File: config.mk
export PLATFORM = sky130hd
export DESIGN_NAME = module_tx_arbiter_uart
export DESIGN_NICKNAME = d
export VERILOG_FILES = /design/src/rtl/module_tx_arbiter_uart.sv
export SDC_FILE = /design/constraint.sdc
export NUM_CORES = 1
export LEC_CHECK = 0
export CAP_MARGIN = 20
export CORE_ASPECT_RATIO = 2
export CORE_MARGIN = 5
export CORE_UTILIZATION = 48
export DETAILED_ROUTE_END_ITERATION = 8
export HOLD_SLACK_MARGIN = 0.03
export PLACE_DENSITY = 0.8
export SYNTH_ARGS = -nofsm -noshare
export SYNTH_HDL_FRONTEND = slang
export SYNTH_SLANG_ARGS = --single-unit
File: constraint.sdc
create_clock -name clk_i -period 2.1 [get_ports clk_i]
set_clock_uncertainty 0.05 [all_clocks]
set_input_delay 0.63 -clock clk_i [delete_from_list [all_inputs] [get_ports clk_i]]
set_output_delay 0.63 -clock clk_i [all_outputs]
set_load 0.01 [all_outputs]
File: src/rtl/module_tx_arbiter_uart.sv
// Round-robin share of one UART transmitter between two byte sources; request sampled in IDLE
// gives send/grant/data one cycle later; requests wait (no grant) while ready_i is low or a frame is in flight.
module module_tx_arbiter_uart #(
    parameter int WAIT_LIMIT = 16
) (
    input  logic       clk_i,
    input  logic       rst_i,
    input  logic       req0_i,
    input  logic [7:0] data0_i,
    output logic       gnt0_o,
    input  logic       req1_i,
    input  logic [7:0] data1_i,
    output logic       gnt1_o,
    input  logic       ready_i,
    output logic       send_o,
    output logic [7:0] data_o,
    output logic       busy_o,
    output logic       last_src_o,
    output logic       err_o
);

    localparam logic [7:0] LIMIT = 8'(WAIT_LIMIT);

    typedef enum logic [1:0] {
        ST_IDLE,
        ST_SEND,
        ST_WAIT_BUSY,
        ST_WAIT_DONE
    } state_t;

    state_t     state_q, state_d;
    logic       send_q, send_d;
    logic       gnt0_q, gnt0_d;
    logic       gnt1_q, gnt1_d;
    logic [7:0] data_q, data_d;
    logic       busy_q, busy_d;
    logic       last_src_q, last_src_d;
    logic       err_q, err_d;
    logic [7:0] cnt_q, cnt_d;
    logic       pick1;

    // Under contention the source that did not win last time goes next.
    assign pick1 = req1_i & (~req0_i | ~last_src_q);

    always_comb begin
        state_d    = state_q;
        send_d     = 1'b0;
        gnt0_d     = 1'b0;
        gnt1_d     = 1'b0;
        data_d     = data_q;
        last_src_d = last_src_q;
        err_d      = err_q;
        cnt_d      = cnt_q;

        case (state_q)
            ST_IDLE: begin
                if (ready_i && (req0_i || req1_i)) begin
                    state_d    = ST_SEND;
                    send_d     = 1'b1;
                    gnt0_d     = ~pick1;
                    gnt1_d     = pick1;
                    data_d     = pick1 ? data1_i : data0_i;
                    last_src_d = pick1;
                    cnt_d      = 8'd0;
                end
            end
            ST_SEND: begin
                // The counter measures cycles since the send pulse, so the SEND cycle counts.
                cnt_d   = 8'd1;
                state_d = ST_WAIT_BUSY;
            end
            ST_WAIT_BUSY: begin
                if (!ready_i) begin
                    state_d = ST_WAIT_DONE;
                end else begin
                    cnt_d = cnt_q + 8'd1;
                    if (cnt_d == LIMIT) begin
                        err_d   = 1'b1;
                        state_d = ST_IDLE;
                    end
                end
            end
            ST_WAIT_DONE: begin
                if (ready_i) begin
                    state_d = ST_IDLE;
                end
            end
            default: begin
                state_d = ST_IDLE;
            end
        endcase

        busy_d = (state_d != ST_IDLE);
    end

    always_ff @(posedge clk_i) begin
        if (rst_i) begin
            state_q    <= ST_IDLE;
            send_q     <= 1'b0;
            gnt0_q     <= 1'b0;
            gnt1_q     <= 1'b0;
            data_q     <= 8'h00;
            busy_q     <= 1'b0;
            last_src_q <= 1'b1;
            err_q      <= 1'b0;
            cnt_q      <= 8'd0;
        end else begin
            state_q    <= state_d;
            send_q     <= send_d;
            gnt0_q     <= gnt0_d;
            gnt1_q     <= gnt1_d;
            data_q     <= data_d;
            busy_q     <= busy_d;
            last_src_q <= last_src_d;
            err_q      <= err_d;
            cnt_q      <= cnt_d;
        end
    end

    assign send_o     = send_q;
    assign gnt0_o     = gnt0_q;
    assign gnt1_o     = gnt1_q;
    assign data_o     = data_q;
    assign busy_o     = busy_q;
    assign last_src_o = last_src_q;
    assign err_o      = err_q;

endmodule

* Yosys cells after proc, flatten, opt, wreduce, memory -nomap -nowiden
Index checks and enable logic that the tools add are counted.
** Storage, ports and cells
- Logic and storage cells :: 43
- Bits of input ports :: 21
- Output and inout bits :: 14
- Register bits after elaboration :: 24
** Operators by class
- Muxes and demuxes :: 10
- Reduce and logical (&&, ||, !) cells :: 10
- Bitwise gates (word level) :: 7
- Equal/unequal tests :: 6
- $add $sub $neg :: 1
** Operators with widths (number)
- 8-bit 2-to-1 mux :: 3
- 8-bit case mux with 3 select lines :: 1
- 8-bit by 1-bit adder with 8-bit output, second input constant :: 1
- 8-bit by 5-bit == test with 1-bit output, second input constant :: 1
- 2-bit 2-to-1 mux :: 4
- 2-bit case mux with 4 select lines :: 1
- 3-bit AND reduction :: 2
- 1-bit NOT :: 5
- 2-bit == test, second input constant :: 2
- 2-bit != test, second input constant :: 2
- 3-bit nonzero test :: 1
- 3-bit OR reduction :: 1
- 2-bit by 1-bit == test with 1-bit output, second input constant :: 1
- 2-bit logical NOT :: 1
- 2-bit AND reduction :: 1
- 2-bit nonzero test :: 1
- 2-bit OR reduction :: 1
- 1-bit bitwise AND :: 1
- 1-bit logical AND :: 1
- 1-bit logical OR :: 1
- 1-bit 2-to-1 mux :: 1
- 1-bit bitwise OR :: 1

* Longest topological paths before layout
Gate-level depths: netlist (run 1).
- Depth after elaboration :: 6
- Mapped depth :: 8
- Gate-level depth less buffers :: 7

* Least setup slack after synthesis (run 1)
OpenSTA, ideal clock, no wires.
- Path type :: reg-to-reg
- From :: register state_q[0]
- To :: register cnt_q[2]
- Data arrival time :: 1.753 ns
- Buffers on the path :: 1
- Stages on the path, launching flop included :: 8
- Setup time :: 0.070 ns
- Data required time :: 1.980 ns
- Path slack :: 0.227 ns
- Clock period less this slack :: 1.873 ns
- Cell sequence :: dfxtp_1 -> inv_1 -> ha_1 -> buf_6 -> a21o_1 -> a21o_1 -> or4_1 -> a21oi_1
** Between the ends
- Cells in the longest elaborated chain, start to end :: 3
- Elaborated cells between the ends (all ways) :: 8
- Classes of those cells :: eq/ne: 4; mux: 1; reduce/logical: 3
** Ends and longest elaborated chain
- start: declaration :: RTL line 31 : state_t state_q, state_d;
- start signal: assignment :: RTL line 108 : state_q <= state_d;
- 2-bit == test (tied with other cells) :: RTL line 55 : case (state_q)
- 2-bit != test (no line) / 3-bit nonzero test (equally long branches)
- 3-bit AND reduction (no line)
- end signal: assignment :: RTL line 116 : cnt_q <= cnt_d;
- end: declaration :: RTL line 39 : logic [7:0] cnt_q, cnt_d;
Parallel ways exist; a longest one is shown, timed or not.
A chain may end at the register's enable or synchronous reset.

* Worst setup path in the final report (run 1)
Same ends and word-level chain as after synthesis.

==> impl_metrics.env, run 1 <==
export IMPL_rsz0062_at_grt="no"
export IMPL_num_fill_cells=224
export IMPL_htree_levels=1
export IMPL_final_common_cell="clkdlybuf4s50_1"
export IMPL_worst_pin_slew_ps=371
export IMPL_post_cts_buffers=0
export IMPL_clk_pin_slew_worst_paths_ps=70
export IMPL_utilization_pct=67.7
export IMPL_synth_mux_area_share_pct=5.94
export IMPL_ant_nets=0
export IMPL_cts_tree="done"
export IMPL_nNetsFinal=235
export IMPL_status="finished clean"
export IMPL_cts_buffers=3
export IMPL_async_flop_share_pct=0
export IMPL_drt_first_pass_iters=4
export IMPL_r2r_cells=6
export IMPL_hold_end="err_o"
export IMPL_relSlewSlack_pct=75.2
export IMPL_die_y_um=85.0
export IMPL_synthFlopType="dfxtp_1"
export IMPL_grtUsageTotal_pct=19.9
export IMPL_die_w_um=47.5
export IMPL_syn_cell_area_um2=1350
export IMPL_synth_xor_area_share_pct=0
export IMPL_clock_latency_ps=260
export IMPL_setup_violations_final=0
export IMPL_power_leakage_uw=0.000714
export IMPL_boundaryPins=35
export IMPL_vias=1398
export IMPL_setup_tns_ps=0
export IMPL_start_util_pct=49.3
export IMPL_yosysSeqAreaShare_pct=35.6
export IMPL_fin_crit_sh_pct=94.6
export IMPL_fp_dieArea_um2=4030
export IMPL_hold_path_class="reg2reg"
export IMPL_vias_per_cell=5.95
export IMPL_min_from="err_o"
export IMPL_num_rows=27
export IMPL_core_um2=2740
export IMPL_ctsHoldBuffers=0
export IMPL_worst_slack_ps=112
export IMPL_wl_per_cell_um=16.0
export IMPL_synth_top_family_by_area="compound AO/OA/AOI/OAI gates"
export IMPL_final_cell_mix="31 x clkdlybuf4s50_1, 23 x dfxtp_1, 18 x nor2_1"
export IMPL_rrSetupSlack_ps=110
export IMPL_place_ws_ps=-292
export IMPL_synth_simple_area_share_pct=21.4
export IMPL_grt_ovfl_total=0
export IMPL_drc=0
export IMPL_hold_path_cell_count=2
export IMPL_root_buffer="clkbuf_8"
export IMPL_antenna_found_initial=0
export IMPL_syn_inst=163
export IMPL_clock_sinks=24
export IMPL_power_density_nw_per_um2=918
export IMPL_crit_arrival_ps=2130
export IMPL_layout_min_cycle_time_ps=1990
export IMPL_drive_above_1_share_pct=12.6
export IMPL_yosysWarnings=0
export IMPL_report_final_slew_viol_count=0
export IMPL_synth_compound_area_share_pct=25.4
export IMPL_p_total_uw=1700
export IMPL_synth_nets=190
export IMPL_area_delta_synth_final_pct=37.3
export IMPL_crit_fanout=5
export IMPL_n_antenna_cell=0
export IMPL_synth_fa_ha_area_share_pct=5.57
export IMPL_drt_initial_drc_count=46
export IMPL_maxCapViolCount=0
export IMPL_required_ps=2240
export IMPL_synth_distinct_cells=38
export IMPL_grt_pass1_wl_mm=5.93
export IMPL_rr_endpoint="cnt_q[2]"
export IMPL_clockBufferDepth=2
export IMPL_synth_edf_count=0
export IMPL_end_kind="register"
export IMPL_gp_congestion=0.882
export IMPL_syn_area_per_cell_um2=8.27
export IMPL_grt_max_degree=18
export IMPL_port_buffers=34
export IMPL_fmax_ghz=0.503
export IMPL_grt_pass1_vias=1391
export IMPL_timing_rr_start="state_q[0]"
export IMPL_ys_ff_latch=24
export IMPL_hold_violations=0
export IMPL_ir_drop_mv=0.709
export IMPL_cp_start_kind="register"
export IMPL_critPathKind="reg2reg"
export IMPL_wirelength_mm=3.77
export IMPL_hpwl_mm=2.99
-- worst max-delay path: stages, from the launching register on --
cell,delay [ps]
dfxtp_1,400
inv_1,120
ha_1,310
a21o_1,210
a21o_1,200
or4_1,470
a21oi_1,160
-- worst max path at each step --
stage / from / end / depth (start not counted)
finish: state_q[0] / cnt_q[2] / 6
global route: state_q[0] / cnt_q[6] / 7
CTS: req0_i / cnt_q[6] / 6
detailed placement: ready_i / cnt_q[2] / 6
global placement: ready_i / cnt_q[6] / 6
floorplan: state_q[0] / cnt_q[2] / 7
-- cells in the mapped netlist, types with 3 or more instances --
master / count / area [um^2]
ha_1: 6 / 75.1
buf_2: 4 / 20.0
mux2i_1: 8 / 80.1
a211o_1: 3 / 26.3
inv_1: 7 / 26.3
nor2_1: 19 / 71.3
nand4_1: 3 / 18.8
a21oi_1: 12 / 60.1
a211oi_1: 10 / 75.1
nand2_1: 15 / 56.3
o21ai_0: 11 / 55.1
a31oi_1: 4 / 25.0
dfxtp_1: 24 / 480
nand3_1: 4 / 20.0
nand3b_1: 3 / 22.5
-- kinds of logic (layout without fill, tap and decap cells) --
family	after synthesis	in the layout
fa+ha+maj	6	6
compound gates	50	50
mux	8	8
flops	24	24
simple gates	59	59
buf+inv	16	59
-- repair_timing --
item | CTS | global route
pin swaps | 2 | 2
setup endpoints to repair | 2 | 4
resized for setup | 1 | 6
-- state kept, by name, summed over array words and instances, names as in the netlist --
name        flops
cnt_q           8
data_o          8
state_q         2
busy_o          1
err_o           1
gnt0_o          1
gnt1_o          1
last_src_o      1
send_o          1
-- cell type report --
class,count,area (um^2),area share [%]
flip-flops and latches,24,482,26.0
multi-input cells,123,797,43.0
repair buffers,49,469,25.3
clock buffers,3,41.3,2.23
well taps,29,36.3,1.96
inverters,7,26.3,1.42
-- metal layers --
metal	GRT usage, %	up-vias	wire length (um)
met3	3.40	14	286
met1	19.1	647	1290
met2	35.7	60	2050
li1	-	677	-
met4	11.6	0	149
met5	0	-	0
-- report_power, final --
group	switching [uW]	internal (uW)	total [uW]
Combinational	439	400	839
Sequential	63.9	541	604
Clock	129	128	257
Total	632	1070	1700
-- metrics by stage --
step	cells	hold slack, ps	instance area, um^2
6_report	235	430	1850
5_1_grt	235	473	1850
4_1_cts	235	445	1840
3_5_place_dp	232	426	1800
3_3_place_gp	232	405	1800
2_1_floorplan	163	436	1350
Power figures use the tool's default switching activity.
==> run 2: changes to the inputs <==
--- a/config.mk
+++ b/config.mk
@@ -5,6 +5,7 @@
 export SDC_FILE = /design/constraint.sdc
 export NUM_CORES = 1
 export LEC_CHECK = 0
+export ABC_CLOCK_PERIOD_IN_PS = 2100
 export CAP_MARGIN = 20
 export CORE_ASPECT_RATIO = 2
 export CORE_MARGIN = 5
==> results of run 2 <==
Same layout as run 1: the final DEF is identical, and so are final timing and power.
==> run 3: changes to the inputs <==
--- a/config.mk
+++ b/config.mk
@@ -12,7 +12,7 @@
 export CORE_UTILIZATION = 48
 export DETAILED_ROUTE_END_ITERATION = 8
 export HOLD_SLACK_MARGIN = 0.03
-export PLACE_DENSITY = 0.8
+export PLACE_DENSITY_LB_ADDON = 0.3
 export SYNTH_ARGS = -nofsm -noshare
 export SYNTH_HDL_FRONTEND = slang
 export SYNTH_SLANG_ARGS = --single-unit
==> impl_metrics.env, run 3 (synthesis gave the netlist of run 1 again) <==
export IMPL_hpwl_mm=3.09
export IMPL_grt_busiest_layer="met2"
export IMPL_start_util_pct=49.3
export IMPL_wl_per_cell_um=16.1
export IMPL_die_w_um=47.5
export IMPL_rrSetupSlack_ps=190
export IMPL_drt_first_pass_iters=5
export IMPL_nNetsFinal=240
export IMPL_grt_max_degree=18
export IMPL_setup_violations_final=0
export IMPL_p_total_uw=1860
export IMPL_intPower_uw=1220
export IMPL_regArea_um2=483
export IMPL_grtUsageTotal_pct=20.6
export IMPL_end_kind="register"
export IMPL_status="finished clean"
export IMPL_die_y_um=85.0
export IMPL_stdcell_area_um2=1920
export IMPL_required_ps=2230
export IMPL_fmax_ghz=0.524
export IMPL_clockBufferDepth=2
export IMPL_pwr_share_seq_pct=32.8
export IMPL_clock_sinks=24
export IMPL_clk_pin_slew_worst_paths_ps=90
export IMPL_htree_levels=1
export IMPL_grtUsageMet3_pct=3.18
export IMPL_num_rows=27
export IMPL_critPathKind="reg2reg"
export IMPL_worst_path_largest_cell_delay_ps=400
export IMPL_num_fill_cells=218
export IMPL_power_frac_clock_pct=21.7
export IMPL_path_cells="inv_1 > ha_2 > inv_1 > a2111oi_4 > and4_1 > a31oi_1 > a311oi_1"
export IMPL_final_cell_mix="31 x clkdlybuf4s50_1, 22 x dfxtp_1, 19 x buf_4"
export IMPL_relSlewSlack_pct=76.6
export IMPL_timing_rr_start="state_q[1]"
export IMPL_cts_buffers=3
export IMPL_final_common_cell="clkdlybuf4s50_1"
export IMPL_placedCellCount=236
export IMPL_power_density_nw_per_um2=969
export IMPL_fp_dieArea_um2=4030
export IMPL_area_delta_synth_final_pct=42.2
export IMPL_root_buffer="clkbuf_8"
export IMPL_layout_min_cycle_time_ps=1910
export IMPL_dpl_cell_area_um2=1830
export IMPL_core_um2=2740
export IMPL_crit_fanout=6
export IMPL_drt_initial_drc_count=35
export IMPL_r2r_cells=7
export IMPL_hold_violations=0
export IMPL_fin_cells=241
export IMPL_grtUsageMet2_pct=39.7
export IMPL_drc=0
export IMPL_multi_input_area_um2=795
export IMPL_rsz0062_at_grt="no"
export IMPL_gp_congestion=0.824
export IMPL_fin_crit_sh_pct=90.8
export IMPL_gr_usage_met1_pct=18.3
export IMPL_rr_endpoint="cnt_q[6]"
export IMPL_ant_nets=0
export IMPL_n_antenna_cell=0
export IMPL_comb_power_share_pct=45.5
export IMPL_cts_tree="done"
export IMPL_power_switching_uw=637
export IMPL_clock_latency_ps=270
export IMPL_boundaryPins=35
export IMPL_switching_share_pct=34.3
export IMPL_antenna_found_initial=0
export IMPL_grt_ovfl_total=0
export IMPL_power_leakage_uw=0.000752
export IMPL_startpoint="state_q[1]"
export IMPL_slowest_stage="dfxtp_2"
export IMPL_crit_arrival_ps=2040
export IMPL_crit_end="cnt_q[6]"
export IMPL_wirelength_mm=3.89
export IMPL_cp_start_kind="register"
export IMPL_crit_path_frequent_cell="inv_1"
export IMPL_maxCapViolCount=0
export IMPL_utilization_pct=70.1
export IMPL_hold_path_class="reg2reg"
export IMPL_port_buffers=34
export IMPL_vias_per_cell=6.03
export IMPL_grt_pass1_wl_mm=6.27
export IMPL_drive_above_1_share_pct=15.6
export IMPL_hold_ws_ps=452
export IMPL_worst_pin_slew_ps=348
export IMPL_grt_pass1_vias=1486
export IMPL_vias=1453
export IMPL_ir_drop_mv=0.751
export IMPL_report_final_slew_viol_count=0
## run 3: cell type report
cell class / count / area share [%]
Multi-Input combinational cell: 123 / 41.4
Timing Repair Buffer: 54 / 26.4
Sequential cell: 24 / 25.2
Clock buffer: 3 / 2.15
Tap cell: 29 / 1.89
Clock inverter: 1 / 1.57
Inverter: 7 / 1.37
## run 3: power by group through the flow
stage | sequential (uW) | clock [uW] | combinational [uW]
finish | 610 | 403 | 846
global placement | 606 | 0 | 806
floorplan | 629 | 0 | 448
detailed placement | 614 | 0 | 837
CTS | 603 | 410 | 842
global route | 619 | 432 | 928
## run 3: layer usage
metal,up-vias,part of all wire [%]
met5,-,0
met4,0,3.6
met3,19,6.4
met2,61,57
met1,675,33
li1,698,-
## run 3: repair_timing
action	CTS	global route
resized for setup	1	7
endpoints found under the setup margin	4	7
gates cloned	0	0
hold buffers	0	0
buffers inserted	1	0
pin swaps	1	3
## run 3: metrics by stage
stage	setup WS, ps	setup TNS (ps)
2_1_floorplan	227	0
3_3_place_gp	-286	-3000
3_5_place_dp	-373	-4130
4_1_cts	3.98	0
5_1_grt	26.4	0
6_report	192	0
## run 3: worst min path at each step
stage,startpoint,slack (ps),to,cells after the start
4_1_cts,data_o[6],460,data_o[6],2
3_5_place_dp,data_o[6],440,data_o[6],2
2_1_floorplan,cnt_q[7],440,cnt_q[7],2
5_1_grt,data_o[0],480,data_o[0],2
3_3_place_gp,last_src_o,430,last_src_o,2
6_report,data_o[2],450,data_o[2],2
## run 3: worst max-delay path, delay by kind of cell (launching register included)
family	cells	cell delay, ps
AO/OA/AOI/OAI	3	570
buffers and inverters	2	160
AND/OR/NAND/NOR	1	270
adder cells (fa/ha/maj)	1	350
flip-flops	1	400
